### src/rtl/stencil_fetch.sv
// Read-side sequencer: walks interior grid cells row-major, fetches the 5-point stencil
// (C, N, S, W, E) from a 1-cycle-latency RAM and presents it on a valid/ready stream.
module stencil_fetch #(
  parameter int unsigned DATA_WIDTH    = 16,
  parameter int unsigned ADDRESS_WIDTH = 12,
  parameter int unsigned GRID_W        = 50,
  parameter int unsigned GRID_H        = 50
) (
  input  logic                     clk,
  input  logic                     rst_n,
  input  logic                     start,
  output logic                     busy,
  output logic                     done,
  output logic [ADDRESS_WIDTH-1:0] ram_addr,
  input  logic [DATA_WIDTH-1:0]    ram_rd_data,
  output logic                     out_valid,
  input  logic                     out_ready,
  output logic [ADDRESS_WIDTH-1:0] out_idx,
  output logic [DATA_WIDTH-1:0]    out_c,
  output logic [DATA_WIDTH-1:0]    out_n,
  output logic [DATA_WIDTH-1:0]    out_s,
  output logic [DATA_WIDTH-1:0]    out_w,
  output logic [DATA_WIDTH-1:0]    out_e,
  output logic                     out_last
);

  localparam logic [ADDRESS_WIDTH-1:0] GridW   = ADDRESS_WIDTH'(GRID_W);
  localparam logic [ADDRESS_WIDTH-1:0] LastCol = ADDRESS_WIDTH'(GRID_W - 2);
  localparam logic [ADDRESS_WIDTH-1:0] LastRow = ADDRESS_WIDTH'(GRID_H - 2);
  localparam logic [ADDRESS_WIDTH-1:0] One     = ADDRESS_WIDTH'(1);
  localparam logic [ADDRESS_WIDTH-1:0] FirstIdx = ADDRESS_WIDTH'(GRID_W + 1);

  typedef enum logic [1:0] {StIdle, StFetch, StPresent, StDone} state_t;

  state_t                   state_q, state_d;
  logic [2:0]               phase_q, phase_d;
  logic [ADDRESS_WIDTH-1:0] row_q, row_d;
  logic [ADDRESS_WIDTH-1:0] col_q, col_d;
  logic [ADDRESS_WIDTH-1:0] ctr_q, ctr_d;
  logic [ADDRESS_WIDTH-1:0] addr_q, addr_d;
  logic                     last_q, last_d;
  logic [DATA_WIDTH-1:0]    slot_q [5];
  logic [DATA_WIDTH-1:0]    slot_d [5];

  // Read address for fetch phase p of the stencil centred on ctr (order C, N, S, W, E).
  function automatic logic [ADDRESS_WIDTH-1:0] nbr_addr(input logic [2:0] p,
                                                        input logic [ADDRESS_WIDTH-1:0] ctr);
    logic [ADDRESS_WIDTH-1:0] a;
    case (p)
      3'd1:    a = ctr - GridW;
      3'd2:    a = ctr + GridW;
      3'd3:    a = ctr - One;
      3'd4:    a = ctr + One;
      default: a = ctr;
    endcase
    return a;
  endfunction

  // State and datapath registers; reset clears every output-visible register.
  always_ff @(posedge clk or negedge rst_n) begin
    if (!rst_n) begin
      state_q <= StIdle;
      phase_q <= 3'd0;
      row_q   <= One;
      col_q   <= One;
      ctr_q   <= '0;
      addr_q  <= '0;
      last_q  <= 1'b0;
      for (int i = 0; i < 5; i++) slot_q[i] <= '0;
    end else begin
      state_q <= state_d;
      phase_q <= phase_d;
      row_q   <= row_d;
      col_q   <= col_d;
      ctr_q   <= ctr_d;
      addr_q  <= addr_d;
      last_q  <= last_d;
      for (int i = 0; i < 5; i++) slot_q[i] <= slot_d[i];
    end
  end

  // Next-state logic: sequencing of reads, captures and cell advance.
  always_comb begin
    state_d = state_q;
    phase_d = phase_q;
    row_d   = row_q;
    col_d   = col_q;
    ctr_d   = ctr_q;
    addr_d  = addr_q;
    last_d  = last_q;
    for (int i = 0; i < 5; i++) slot_d[i] = slot_q[i];

    case (state_q)
      StIdle: begin
        if (start) begin
          state_d = StFetch;
          phase_d = 3'd0;
          row_d   = One;
          col_d   = One;
          ctr_d   = FirstIdx;
          addr_d  = FirstIdx;
          last_d  = 1'b0;
        end
      end
      StFetch: begin
        // Address of read p+1 goes out while data of read p-1 returns.
        if (phase_q < 3'd4) addr_d = nbr_addr(phase_q + 3'd1, ctr_q);
        if (phase_q != 3'd0) slot_d[phase_q - 3'd1] = ram_rd_data;
        if (phase_q == 3'd5) begin
          state_d = StPresent;
          last_d  = (row_q == LastRow) && (col_q == LastCol);
        end else begin
          phase_d = phase_q + 3'd1;
        end
      end
      StPresent: begin
        if (out_ready) begin
          if (last_q) begin
            state_d = StDone;
            last_d  = 1'b0;
          end else begin
            state_d = StFetch;
            phase_d = 3'd0;
            if (col_q == LastCol) begin
              // Skip the right boundary of this row and the left boundary of the next.
              col_d = One;
              row_d = row_q + One;
              ctr_d = ctr_q + ADDRESS_WIDTH'(3);
            end else begin
              col_d = col_q + One;
              ctr_d = ctr_q + One;
            end
            addr_d = ctr_d;
          end
        end
      end
      StDone: begin
        state_d = StIdle;
        row_d   = One;
        col_d   = One;
      end
      default: state_d = StIdle;
    endcase
  end

  // Outputs decoded from registered state.
  always_comb begin
    busy      = (state_q == StFetch) || (state_q == StPresent);
    done      = (state_q == StDone);
    out_valid = (state_q == StPresent);
    ram_addr  = addr_q;
    out_idx   = ctr_q;
    out_last  = last_q;
    out_c     = slot_q[0];
    out_n     = slot_q[1];
    out_s     = slot_q[2];
    out_w     = slot_q[3];
    out_e     = slot_q[4];
  end

endmodule
### config.mk
export PLATFORM = sky130hd
export DESIGN_NAME = stencil_fetch
export DESIGN_NICKNAME = d
export VERILOG_FILES = /design/src/rtl/stencil_fetch.sv
export SDC_FILE = /design/constraint.sdc
export NUM_CORES = 1
export LEC_CHECK = 0
export ABC_AREA = 1
export BUFFER_PORTS_ARGS = -buffer_cell sky130_fd_sc_hd__buf_2
export CORE_UTILIZATION = 51
export DETAILED_ROUTE_END_ITERATION = 8
export HOLD_SLACK_MARGIN = 0.02
export PLACE_DENSITY = 0.79
export SLEW_MARGIN = 20
export SYNTH_ARGS = -nofsm -noshare
export SYNTH_HDL_FRONTEND = slang
export SYNTH_SLANG_ARGS = --single-unit
### constraint.sdc
create_clock -name clk -period 3.6 [get_ports clk]
set_input_delay 0.18 -clock clk [delete_from_list [all_inputs] [get_ports clk]]
set_output_delay 0.18 -clock clk [all_outputs]
set_load 0.02 [all_outputs]
==> summary.txt <==
Run status
  • Status: finished clean

Timing
  • Tmin final: 2.84 ns
  • RSZ-0062 raised after global routing: false
  • Fin. max-slew vios: 0
  • Achievable frequency: 0.352 GHz
  • Tcrit/Tclk final: 78.9%
  • Final hold viol count: 0
  • Skew final: 0.00824 ns
  • Max_slew headroom: 31.8%
  • Final TNS setup: 0 ns
  • Worst slew pin tran: 1.02 ns
  • Final setup violation count: 0

Logic synthesis
  • Synth Warn #: 0
  • Post-synthesis sequential area ratio: 44.7%
  • Simple-gate portion of the synthesized area: 27.8%
  • Synth Area in Compound Gates: 13.6%
  • Yosys reg bits: 134
  • Synthesized instance count: 988
  • XOR/XNOR Fraction of Synth Area: 1.63%
  • Post-synthesis mux area share: 0%
  • Largest family of logic cells by synthesized area: simple AND/OR/NAND/NOR gates
  • Mean Syn Cell Area: 7.60 µm²
  • Post-synth top flop: dfrtp_1
  • Cell Area, Synth: 7510 µm²
  • Async SR Flop Fraction: 100%
  • Post-synth EDFFs: 0
  • Synth cell types: 44
  • Post-Synth Adder-Cell Area: 4.76%
  • Syn_nets: 1036

Final layout
  • Most common cell after layout, fill and taps aside: nand2_1
  • Fin area: 8900 µm²
  • NumNets Final: 1163
  • Multi-input gate area: 3590 µm²
  • Flip-flop and latch area: 3360 µm²
  • Layout fillers: 1253
  • Most frequent cells in the layout: nand2_1, dfrtp_1, o21ai_0, buf_2, inv_1
  • P&R area growth vs syn: 18.4%
  • Antenna diodes: 0
  • Layout cell share with drive strength beyond 1: 18.2%

Setup path
  • CP max stage delay: 0.42 ns
  • Crit-path cells: ha_1 -> nand2_1 -> nand2_2 -> nand2_1 -> inv_1 -> ha_1 -> a21oi_1 -> nand2_1 -> nand2_1 -> nand3_1 -> nand2_1 -> nand3_1 -> nand2_1 -> nand2_1 -> nand2_1 -> nand2_1 -> nand2_1
  • CP max-delay cell: dfrtp_1
  • Most frequent cell on the critical path: nand2_1
  • Required @ worst endpoint: 3.96 ns
  • Startpoint Class: flip-flop
  • Arrival time at the worst endpoint: 3.20 ns
  • Worst-path fanout max: 11
  • Critical path's top delay family: simple AND/OR/NAND/NOR gates
  • Critical path start-end classification: reg2reg
  • Worst Path Buf+Inv: 1
  • Crit. End Element: flip-flop

Detailed routing
  • DRC violations left: 0
  • Drt wl/cell: 15.4 µm
  • Vias per cell: 5.42
  • 1st-iter DRT viols: 544
  • ANT nets after route: 0
  • Routed wire length: 20200 µm
  • Total number of vias: 7089
  • DRT Pass-1 Iters: 6

Power and ir drop
  • Peak supply drop: 0.541 mV
  • Leakage: 0.00451 µW
  • Pwr/cell area: 881 nW/µm²

Placement
  • Gp weighted congestion: 0.959
  • HPWL Detailed: 14400 µm
  • I/O Buffers: 127
  • DP Area: 8300 µm²

Clocking
  • CTS Buf Count: 17
  • Clk pin slew, worst setup/hold paths: 0.06 ns
  • CTS Buffer Depth: 2
  • CTS sink count: 134
  • CTS root buf: clkbuf_16
  • Skew-Pair Late Insertion Delay: 0.42 ns
  • CTS tree: yes
  • CTS H-tree lvls: 4
  • Setup bufs post-CTS: 0

GRT
  • Initial antenna violation count: 0
  • Largest net degree at the start of global routing: 84
  • First-pass GRT wire length: 33200 µm
  • GRT Util Overall: 28.4%
  • Total grt overflow: 0
  • Vias in the first global route: 6858

Floorplanning
  • Core region area: 14100 µm²
  • Die H: 123 µm
  • Io pins: 128
  • Initial Utilization: 53.1%
  • DIE AREA: 15200 µm²
  • Die span in x: 123 µm
  • Row cnt: 43

Flow run
  • MaxCap Viol Count: 0

Hold path
  • Worst hold-check path type: in2reg
## power by group
group	internal, µW	switching (µW)
Clock	1050	675
Sequential	2020	338
Combinational	1190	2570
## per-layer routing
metal	up-vias	GRT usage [%]	part of all wire, %
li1	3483	-	-
met1	3268	36.7	43
met2	286	44.3	45
met3	52	7.70	8.0
met4	0	13.2	3.2
met5	-	0	0
## kinds of logic (layout without fill, tap and decap cells)
kind of cell | count (synthesis) | in the layout
buffers and inverters | 137 | 277
flip-flops | 134 | 134
XOR/XNOR | 14 | 14
AO/OA/AOI/OAI | 188 | 188
adder cells (fa/ha/maj) | 28 | 28
AND/OR/NAND/NOR | 487 | 487
## synth_stat cells, types with 2 or more instances
library cell  count  area [µm²]
nand3_2           4        40.0
buf_4             4        30.0
o21ai_2           6        52.6
buf_6             3        33.8
xor2_1           13         114
or2_2             2        12.5
nor3_1           15        75.1
nand2_1         290        1090
o211ai_1          4        30.0
nor2_2            2        12.5
nand4_2           3        37.5
inv_2             7        26.3
nor2_1           72         270
o21ai_1           3        15.0
a21oi_1          32         160
o22ai_1           4        25.0
nand3_1          69         345
o31ai_1           5        37.5
clkbuf_1         17        63.8
o21ai_0         126         631
a31oi_1           3        18.8
nand4_1          14        87.6
ha_1             27         338
buf_2             6        30.0
nand2_2           4        25.0
dfstp_2           2        52.6
nand3b_1          5        37.5
clkinv_1          2        7.51
inv_1            95         357
dfrtp_1         132        3300
nor4_1            4        25.0
## per-stage QoR
stage	power (µW)	std cells	utilization, %	setup slack, ns	hold WS [ns]
after floorplan	4960	988	-	1.28	-0.116
after global placement	6020	1275	58.7	0.885	0.268
after detailed placement	6090	1275	58.7	0.781	0.276
after CTS	7850	1308	62.9	0.768	0.0748
after global routing	8410	1308	62.9	0.529	0.0858
final	7840	1308	62.9	0.759	0.0792
## final timing paths
kind | end | slack, ns | startpoint | cells after the start
min | out_w[7]$_DFFE_PN0P_ | 0.08 | ram_rd_data[7] | 3
max reg2reg | ram_addr[10]$_DFFE_PN0P_ | 0.76 | phase_q[0]$_DFFE_PN0P_ | 17
max | ram_addr[10]$_DFFE_PN0P_ | 0.76 | phase_q[0]$_DFFE_PN0P_ | 17
min reg2reg | ram_addr[7]$_DFFE_PN0P_ | 0.48 | ram_addr[7]$_DFFE_PN0P_ | 2
min in group asynchronous | row_q[2]$_DFFE_PN0P_ | 0.36 | rst_n | 2
max in group asynchronous | col_q[0]$_DFFE_PN1P_ | 2.33 | rst_n | 3
## worst min-delay path: stages
cell     delay, ns
buf_2         0.07
inv_1         0.06
o21ai_0       0.15
## layout make-up
class	count	area share [%]
multi-input combinational	717	40.4
timing repair buffer	139	8.25
inverter	106	4.51
tap	180	2.53
sequential	134	37.7
clock buffer	19	4.98
clock inverter	13	1.62
## registers in the layout (all words and copies together) (netlist names), 12 cells and up
| name | count |
|---|---|
| out_c | 16 |
| out_e | 16 |
| out_n | 16 |
| out_s | 16 |
| out_w | 16 |
| col_q | 12 |
| out_idx | 12 |
| ram_addr | 12 |
| row_q | 12 |
## what timing repair did
item | CTS | global route
hold endpoints to repair | 80 | 0
hold buffers | 1 | 0
gates resized for setup | 0 | 0
(Power assumes the default switching activity.)
